## src/rtl/alu_pkg.sv

```systemverilog
// Shared opcode, flag-index and entry-metadata definitions for the ALU result path.
package alu_pkg;

    localparam int ALU_WIDTH = 32;

    typedef enum logic [1:0] {
        OP_ADD = 2'b00,
        OP_SUB = 2'b01,
        OP_AND = 2'b10,
        OP_OR  = 2'b11
    } alu_op_e;

    localparam int FLG_ZERO  = 0;
    localparam int FLG_NEG   = 1;
    localparam int FLG_CARRY = 2;
    localparam int FLG_OVF   = 3;

    // Everything stored alongside a result except the result itself.
    typedef struct packed {
        logic [1:0] select;
        logic [3:0] flags;
    } meta_t;

    // Only the adder produces meaningful carry and overflow.
    function automatic logic is_arith(input logic [1:0] op);
        return (op == OP_ADD) || (op == OP_SUB);
    endfunction

endpackage

```

## src/rtl/alu_flag_gen.sv

```systemverilog
// Flag generator: {ovf, carry, neg, zero} from a mux result, combinational (0 cycles).
// No handshake; carry/ovf are masked for logical opcodes.
module alu_flag_gen
    import alu_pkg::*;
#(
    parameter int WIDTH = ALU_WIDTH
) (
    input  logic [WIDTH-1:0] result,
    input  logic [1:0]       select,
    input  logic             carry,
    input  logic             ovf,
    output logic [3:0]       flags
);

    always_comb begin
        flags            = '0;
        flags[FLG_ZERO]  = (result == '0);
        flags[FLG_NEG]   = result[WIDTH-1];
        flags[FLG_CARRY] = is_arith(select) & carry;
        flags[FLG_OVF]   = is_arith(select) & ovf;
    end

endmodule

```

## src/rtl/alu_result_stage.sv

```systemverilog
// Registered ALU result stage with 2-entry in-order skid buffer, sticky ovf, retired count.
// Latency 1 cycle from empty; in_ready depends only on registered level, never on out_ready.
module alu_result_stage
    import alu_pkg::*;
#(
    parameter int WIDTH = ALU_WIDTH,
    parameter int CNT_W = 16
) (
    input  logic             clk,
    input  logic             rst_n,
    input  logic             in_valid,
    output logic             in_ready,
    input  logic [WIDTH-1:0] in_result,
    input  logic [1:0]       in_select,
    input  logic             in_carry,
    input  logic             in_ovf,
    output logic             out_valid,
    input  logic             out_ready,
    output logic [WIDTH-1:0] out_result,
    output logic [1:0]       out_select,
    output logic [3:0]       out_flags,
    output logic             sticky_ovf,
    input  logic             sticky_clr,
    output logic [CNT_W-1:0] retired_cnt,
    output logic [1:0]       level
);

    localparam logic [CNT_W-1:0] CNT_ONE = {{(CNT_W-1){1'b0}}, 1'b1};

    logic [1:0]       level_q;
    logic [WIDTH-1:0] head_result;
    logic [WIDTH-1:0] tail_result;
    meta_t            head_meta;
    meta_t            tail_meta;
    logic             sticky_q;
    logic [CNT_W-1:0] cnt_q;

    logic             push;
    logic             pop;
    logic [3:0]       new_flags;
    meta_t            new_meta;

    alu_flag_gen #(
        .WIDTH (WIDTH)
    ) u_flag_gen (
        .result (in_result),
        .select (in_select),
        .carry  (in_carry),
        .ovf    (in_ovf),
        .flags  (new_flags)
    );

    assign new_meta  = '{select: in_select, flags: new_flags};
    assign in_ready  = (level_q != 2'd2);
    assign out_valid = (level_q != 2'd0);
    assign push      = in_valid & in_ready;
    assign pop       = out_valid & out_ready;

    // Head is entry 0 and feeds the outputs directly; tail only fills at level 1.
    always_ff @(posedge clk or negedge rst_n) begin
        if (!rst_n) begin
            level_q     <= 2'd0;
            head_result <= '0;
            head_meta   <= '0;
            tail_result <= '0;
            tail_meta   <= '0;
        end else begin
            case ({push, pop})
                2'b10: begin
                    level_q <= level_q + 2'd1;
                    if (level_q == 2'd0) begin
                        head_result <= in_result;
                        head_meta   <= new_meta;
                    end else begin
                        tail_result <= in_result;
                        tail_meta   <= new_meta;
                    end
                end
                2'b01: begin
                    level_q <= level_q - 2'd1;
                    if (level_q == 2'd2) begin
                        head_result <= tail_result;
                        head_meta   <= tail_meta;
                    end
                end
                2'b11: begin
                    // Only reachable at level 1, so the new entry becomes the head.
                    head_result <= in_result;
                    head_meta   <= new_meta;
                end
                default: begin
                end
            endcase
        end
    end

    always_ff @(posedge clk or negedge rst_n) begin
        if (!rst_n) begin
            sticky_q <= 1'b0;
            cnt_q    <= '0;
        end else begin
            if (pop && head_meta.flags[FLG_OVF]) begin
                sticky_q <= 1'b1;
            end else if (sticky_clr) begin
                sticky_q <= 1'b0;
            end
            if (pop) begin
                cnt_q <= cnt_q + CNT_ONE;
            end
        end
    end

    assign out_result  = head_result;
    assign out_select  = head_meta.select;
    assign out_flags   = head_meta.flags;
    assign sticky_ovf  = sticky_q;
    assign retired_cnt = cnt_q;
    assign level       = level_q;

endmodule

```

## config.mk

```make
export PLATFORM = sky130hd
export DESIGN_NAME = alu_result_stage
export DESIGN_NICKNAME = d
export VERILOG_FILES = /design/src/rtl/alu_pkg.sv /design/src/rtl/alu_flag_gen.sv /design/src/rtl/alu_result_stage.sv
export SDC_FILE = /design/constraint.sdc
export NUM_CORES = 1
export LEC_CHECK = 0
export CAP_MARGIN = 0
export CORE_MARGIN = 4
export CORE_UTILIZATION = 40
export CTS_CLUSTER_SIZE = 12
export DETAILED_ROUTE_END_ITERATION = 8
export GPL_ROUTABILITY_DRIVEN = 0
export PLACE_DENSITY = 0.69
export SKIP_CTS_REPAIR_TIMING = 1
export SLEW_MARGIN = 20
export SYNTH_ARGS = -nofsm -noshare
export SYNTH_HDL_FRONTEND = slang
export SYNTH_SLANG_ARGS = --single-unit
```

## constraint.sdc

```tcl
create_clock -name clk -period 2.2 [get_ports clk]
set_clock_uncertainty 0.05 [all_clocks]
set_input_delay 0.44 -clock clk [delete_from_list [all_inputs] [get_ports clk]]
set_output_delay 0.44 -clock clk [all_outputs]
set_load 0.05 [all_outputs]
```

==> summary.md, run 1 <==
| Metric | Value |
|---|---|
| Final wirelength | 8893 um |
| Die area | 12490 um^2 |
| Crit path to | level[1] |
| Setup crit end kind | output port |
| Final HPWL DP | 6338 um |
| Final Core Density | 55.48% |
| R2R depth | 7 |
| Total power | 9.240 mW |
| Mean Syn Cell Area | 14.40 um^2 |
| Final Max Tran Viols | 0 |
| Arr. time, crit path | 1.64 ns |
| MaxCap Viol Count | 0 |
| RSZ-0062 raised after global routing | no |
| Worst setup startpoint | level[1]$_DFFE_PN0P_ |
| Number of global-route vias before repair | 2842 |
| Starting Density | 41.35% |
| Critical path fanouts, max | 6 |
| DR WL/cell | 16.23 um |
| Die X | 111.8 um |
| Synth Instances | 299 |
| Crit Path Class | register to output port |
| NumNets Final | 452 |
| Mapped Nets | 344 |
| Number of synthesized flops with an enable pin | 0 |
| Post-synth top area share | 54.04% |
| Slowest cell on crit path | clkdlybuf4s50_1 |
| R2R Path Start | level[1]$_DFFE_PN0P_ |
| CTS clock-pin slew for the worst setup and hold paths | 0.09 ns |
| Total CTS buffers | 9 |
| Gr ovfl total | 0 |
| Hold depth | 1 |
| Gr usage total | 14.86% |
| Rows | 37 |
| Busiest layer in global routing | met2 |
| Diodes inserted | 0 |
| DR vias | 2695 |
| Area contributors post-synth | dfrtp_1 (54%), mux2_2 (20%), mux2_4 (10%) |
| Slew @ Worst Pin | 0.5330 ns |
| H-tree depth | 3 |
| Hold Vio Cnt, Final | 0 |
| Delay-heaviest family, CP | buffers and inverters |
| Netlist area before placement | 4307 um^2 |
| Slew Limit Headroom | 64.35% |
| Slowest stage delay, CP | 0.83 ns |
| Routing usage on met3 | 3.967% |
| Drt pass-1 iters | 4 |
| Peak Freq | 469.5 MHz |
| Crit start category | register |
| Initial antenna violation count | 0 |
| Port-buffer cells | 99 |
| Register area share after synthesis | 54.04% |
| Reg-to-reg critical path endpoint | out_result[4]$_DFFE_PN0P_ |
| Core area | 10420 um^2 |
| Maximum clock path buffer count | 2 |
| Area delta synth->final | 34.20% |
| Antenna viol nets, final | 0 |
| First-pass GRT wire length | 14970 um |
| # setup viols final | 0 |
| Number of cells on the critical path | 1 |
| Crit path cell chain | clkdlybuf4s50_1 |
| Largest net degree at the start of global routing | 49 |
| Netlist cell types | 31 |
| Fin crit share | 96.82% |
| Routing usage on met1 | 20.67% |
| Synth area leader | dfrtp_1 |
| Pleak | 2.470 nW |
| Post-synthesis async set-or-reset flop share | 100.0% |
| Worst skew pair latency | 0.35 ns |
| Yosys synthesis warning count | 0 |
| CTS tree | built |
| Die Y | 111.8 um |
| Post-Place Cell Area | 5557 um^2 |
| Clk root buf | clkbuf_8 |
| Share of layout cells above drive strength 1 | 35.19% |
| Global routing usage on met2 | 22.82% |
| R2R Setup Slk | 0.13 ns |
| Vias per cell | 4.918 |
| Crit path buf inv count | 1 |
| Clk sinks | 93 |
| Synth Flop Type | dfrtp_1 |
| Design Area, Final | 5779 um^2 |
| DRC viols | 0 |
| CP Data Required Time | 1.71 ns |
| Pwr Density | 1599 nW/um^2 |
| Iteration-0 DRC count of the detailed router | 60 |
| Worst Hold Class | register to register |
| Status | finished clean |
| #FFs+latches synth | 93 |
| Period minus WS final | 2.130 ns |
| Peak supply drop | 0.0009296 V |
| Num ports | 100 |
| # fillers | 889 |
## final cells by class
type	count	area, um^2	share of cell area [%]
clock buffers	12	135.1	2.338
multi-input cells	188	1883	32.58
well taps	136	170.2	2.944
flip-flops and latches	93	2330	40.31
inverters	4	17.52	0.3031
repair buffers	111	1171	20.26
clock inverters	4	72.57	1.256
## registers in the layout (all words and copies together) (netlist names)
signal and flops:
out_select 2, retired_cnt 16, sticky_ovf 1, level 2, tail_meta 6, tail_result 31, out_result 31, out_flags 4
## worst min-delay path by stage
stage                                     start                     endpoint  slack [ns]
floorplan                                 rst_n         level[0]$_DFFE_PN0P_        0.09
global placement                          rst_n   retired_cnt[1]$_DFFE_PN0P_        0.30
detailed placement                        rst_n   retired_cnt[0]$_DFFE_PN0P_        0.30
CTS                                       rst_n  retired_cnt[12]$_DFFE_PN0P_        -0.1
global route        retired_cnt[15]$_DFFE_PN0P_  retired_cnt[15]$_DFFE_PN0P_        0.45
finish              retired_cnt[15]$_DFFE_PN0P_  retired_cnt[15]$_DFFE_PN0P_        0.43
## layer usage
metal	up-vias	part of all wire, %
li1	1272	-
met1	1347	48
met2	69	46
met3	7	5.0
met4	0	0.85
met5	-	0
## placed cells by master, fill, tap and decap left out, drive strengths merged, types with 4 or more instances in the layout
cell type / count
mux2: 106
clkdlybuf4s50: 95
dfrtp: 93
nand2: 18
buf: 13
xnor2: 12
clkbuf: 12
nor4: 9
xor2: 6
o21ai: 5
nand4: 5
nand3: 4
inv: 4
nand2b: 4
nor2: 4
ha: 4
## cell usage after synthesis, drive strengths merged (4+ instances only)
| master | count |
|---|---|
| nand2 | 18 |
| xnor2 | 12 |
| dfrtp | 93 |
| nor2 | 4 |
| ha | 4 |
| nand2b | 4 |
| nor4 | 9 |
| inv | 4 |
| mux2 | 106 |
| clkbuf | 4 |
| nand3 | 4 |
| buf | 10 |
| o21ai | 5 |
| nand4 | 5 |
| xor2 | 6 |
## through the flow
stage / worst slack (ns) / setup TNS, ns / std cells / hold WS (ns)
after floorplan: -0.05986 / -1.890 / 299 / 0.09441
after global placement: -0.1277 / -3.251 / 531 / 0.2957
after detailed placement: -0.1761 / -4.371 / 531 / 0.3017
after CTS: -0.1639 / -0.1639 / 547 / -0.09504
after global routing: 0.005023 / 0 / 548 / 0.4509
final: 0.06999 / 0 / 548 / 0.4303
## power by group
part / internal, mW / total (mW) / switching [mW] / leakage [nW]
Sequential: 2.48 / 2.98 / 0.496 / 1.12
Combinational: 2.36 / 5.04 / 2.68 / 1.24
Clock: 0.641 / 1.22 / 0.579 / 0.101
## logic make-up after synthesis
logic type               Yosys count  synth area share, %
AO/OA/AOI/OAI                     11                1.598
buffers and inverters             18                3.108
XOR/XNOR                          18                3.661
flip-flops                        93                54.04
AND/OR/NAND/NOR                   49                6.101
multiplexers                     106                30.33
adder cells (fa/ha/maj)            4                1.162
Note: power is estimated with default switching activity, not from simulation.
==> inputs of run 2 (changes only) <==
--- a/config.mk
+++ b/config.mk
@@ -7,11 +7,11 @@
 export LEC_CHECK = 0
 export CAP_MARGIN = 0
 export CORE_MARGIN = 4
-export CORE_UTILIZATION = 40
+export CORE_UTILIZATION = 45
 export CTS_CLUSTER_SIZE = 12
 export DETAILED_ROUTE_END_ITERATION = 8
 export GPL_ROUTABILITY_DRIVEN = 0
-export PLACE_DENSITY = 0.69
+export PLACE_DENSITY = 0.76
 export SKIP_CTS_REPAIR_TIMING = 1
 export SLEW_MARGIN = 20
 export SYNTH_ARGS = -nofsm -noshare
==> run 2 against run 1 <==
Sequential share of layout area decreased by 0.22 points. Sequential power about the same. Register-to-register slack improved by 0.03 ns. Wire length decreased by 0.51%. Critical path depth unchanged. Cell count decreased by 0.55%. Via count increased by 0.15%. Non-clock buffer count increased by 4. Worst setup slack got worse by 0.0019 ns. Design area increased by 0.54%. Global-route usage increased by 1.9 points. Clock-buffer cell count decreased by 3. Critical endpoint is now level[0]. Largest power group unchanged.
==> summary.md, run 2 (same netlist as run 1, synthesis figures left out) <==
| Metric | Value |
|---|---|
| Iteration-0 DRC count of the detailed router | 84 (+40%) |
| # fillers | 750 (-16%) |
| Slew Limit Headroom | 64.91% (+0.56 points) |
| Setup crit end kind | output port |
| Die area | 11200 um^2 (-10%) |
| # setup viols final | 0 (unchanged) |
| Total CTS buffers | 9 (unchanged) |
| Die X | 105.8 um (-5.3%) |
| Gr usage total | 16.78% (+1.9 points) |
| Peak Freq | 469.1 MHz (about the same) |
| Post-Place Cell Area | 5590 um^2 (+0.61%) |
| Port-buffer cells | 99 (unchanged) |
| Share of layout cells above drive strength 1 | 36.54% (+1.3 points) |
| Slew @ Worst Pin | 0.5247 ns (-0.008333 ns) |
| Antenna viol nets, final | 0 (unchanged) |
| Worst skew pair latency | 0.35 ns (about the same) |
| DR WL/cell | 16.23 um (about the same) |
| Final Max Tran Viols | 0 (unchanged) |
| Hold Vio Cnt, Final | 0 (unchanged) |
| Hold_ws | 0.4227 ns (-0.007544 ns) |
| Peak supply drop | 0.0007812 V (-16%) |
| Arr. time, crit path | 1.64 ns (about the same) |
| Place WS | -0.1455 ns (+0.03063 ns) |
| Total power | 9.230 mW (-0.11%) |
| Delay-heaviest family, CP | buffers and inverters |
| Rows | 35 (-5.4%) |
| Most frequent cells in the layout | clkdlybuf4s50_1 (95), dfrtp_1 (91), mux2_2 (76) |
| Crit start category | register |
| Core area | 9284 um^2 (-11%) |
| Vias per cell | 4.952 (+0.70%) |
| Area delta synth->final | 34.92% |
| Slowest cell on crit path | clkdlybuf4s50_1 |
| Crit path buf inv count | 1 (unchanged) |
| MaxCap Viol Count | 0 (unchanged) |
| Clk root buf | clkbuf_8 |
| Worst setup margin | 0.06813 ns (-0.001855 ns) |
| Starting Density | 46.39% (+5.0 points) |
| Pleak | 2.494 nW (+0.98%) |
| Num ports | 100 (unchanged) |
| Initial antenna violation count | 0 (unchanged) |
| Multi-input gate area | 1883 um^2 (unchanged) |
| Gr ovfl total | 0 (unchanged) |
| CTS tree | built |
| DR vias | 2699 (+0.15%) |
| Fin crit share | 96.90% (about the same) |
| Status | finished clean |
| Pwr Density | 1588 nW/um^2 (-0.65%) |
| RSZ-0062 raised after global routing | no |
| Slowest stage delay, CP | 0.85 ns (+0.02 ns) |
| CTS clock-pin slew for the worst setup and hold paths | 0.09 ns (about the same) |
| Diodes inserted | 0 (unchanged) |
| Clk sinks | 93 (unchanged) |
| CP Data Required Time | 1.71 ns (about the same) |
| Worst Hold Class | register to register |
| Design Area, Final | 5811 um^2 (+0.54%) |
| Crit path cell chain | clkdlybuf4s50_1 |
| FF+latch area | 2330 um^2 (unchanged) |
| Period minus WS final | 2.132 ns (+0.001856 ns) |
| Commonest non-fill, non-tap cell in the layout | clkdlybuf4s50_1 |
| Drt pass-1 iters | 4 (unchanged) |
| DRC viols | 0 (unchanged) |
| NumNets Final | 456 (+0.88%) |
| Die Y | 105.8 um (-5.3%) |
| Number of global-route vias before repair | 2952 (+3.9%) |
| Critical path fanouts, max | 7 (+1) |
| Final HPWL DP | 6464 um (+2.0%) |
| Crit Path Class | register to output port |
| Final wirelength | 8848 um (-0.51%) |
| First-pass GRT wire length | 15010 um (+0.27%) |
| Maximum clock path buffer count | 2 (unchanged) |
| Largest net degree at the start of global routing | 45 (-8.2%) |
| H-tree depth | 3 (unchanged) |
## run 2: cell types whose count changed in the layout (fill, tap and decap cells not counted), sizes merged
| cell | previous run | this run |
|---|---|---|
| clkbuf | 12 | 9 |
| buf | 13 | 17 |
| bufinv | 2 | 1 |
| inv | 4 | 7 |
| clkinv | 1 | 2 |
## run 2: final timing paths
check / start / to / slack, ns / depth (start not counted)
max in group asynchronous: rst_n / tail_result[6]$_DFFE_PN0P_ / 0.96 / 3
min in group asynchronous: rst_n / retired_cnt[8]$_DFFE_PN0P_ / 0.53 / 2
worst max-delay path: level[0]$_DFFE_PN0P_ / level[0] / 0.07 / 1
worst min register to register: retired_cnt[15]$_DFFE_PN0P_ / retired_cnt[15]$_DFFE_PN0P_ / 0.42 / 1
worst min-delay path: retired_cnt[15]$_DFFE_PN0P_ / retired_cnt[15]$_DFFE_PN0P_ / 0.42 / 1
worst max register to register: level[0]$_DFFE_PN0P_ / out_result[5]$_DFFE_PN0P_ / 0.16 / 7
## run 2: cell type report
type	count	area share [%]
clock buffers	9	2.132
inverters	4	0.3015
flip-flops and latches	93	40.09
multi-input cells	188	32.41
repair buffers	115	20.89
clock inverters	7	1.400
well taps	129	2.778
## run 2: routing by layer
layer	GRT usage (%)	vias up	share of wire, %
li1	-	1281	-
met4	5.828	0	1.4
met2	27.23	66	49
met5	0	-	0
met3	3.613	10	4.5
met1	22.34	1342	45
## run 2: power by group
part / internal, mW / switching [mW]
clock network: 0.542 / 0.630
registers: 2.48 / 0.483
logic: 2.39 / 2.70
total: 5.42 / 3.81
## run 2: through the flow
stage | setup TNS [ns] | std cells | util [%]
after floorplan | -1.890 | 299 | -
after global placement | -3.110 | 528 | 60.22
after detailed placement | -4.592 | 528 | 60.22
after CTS | -0.1466 | 544 | 62.43
after global routing | 0 | 545 | 62.59
final | 0 | 545 | 62.59
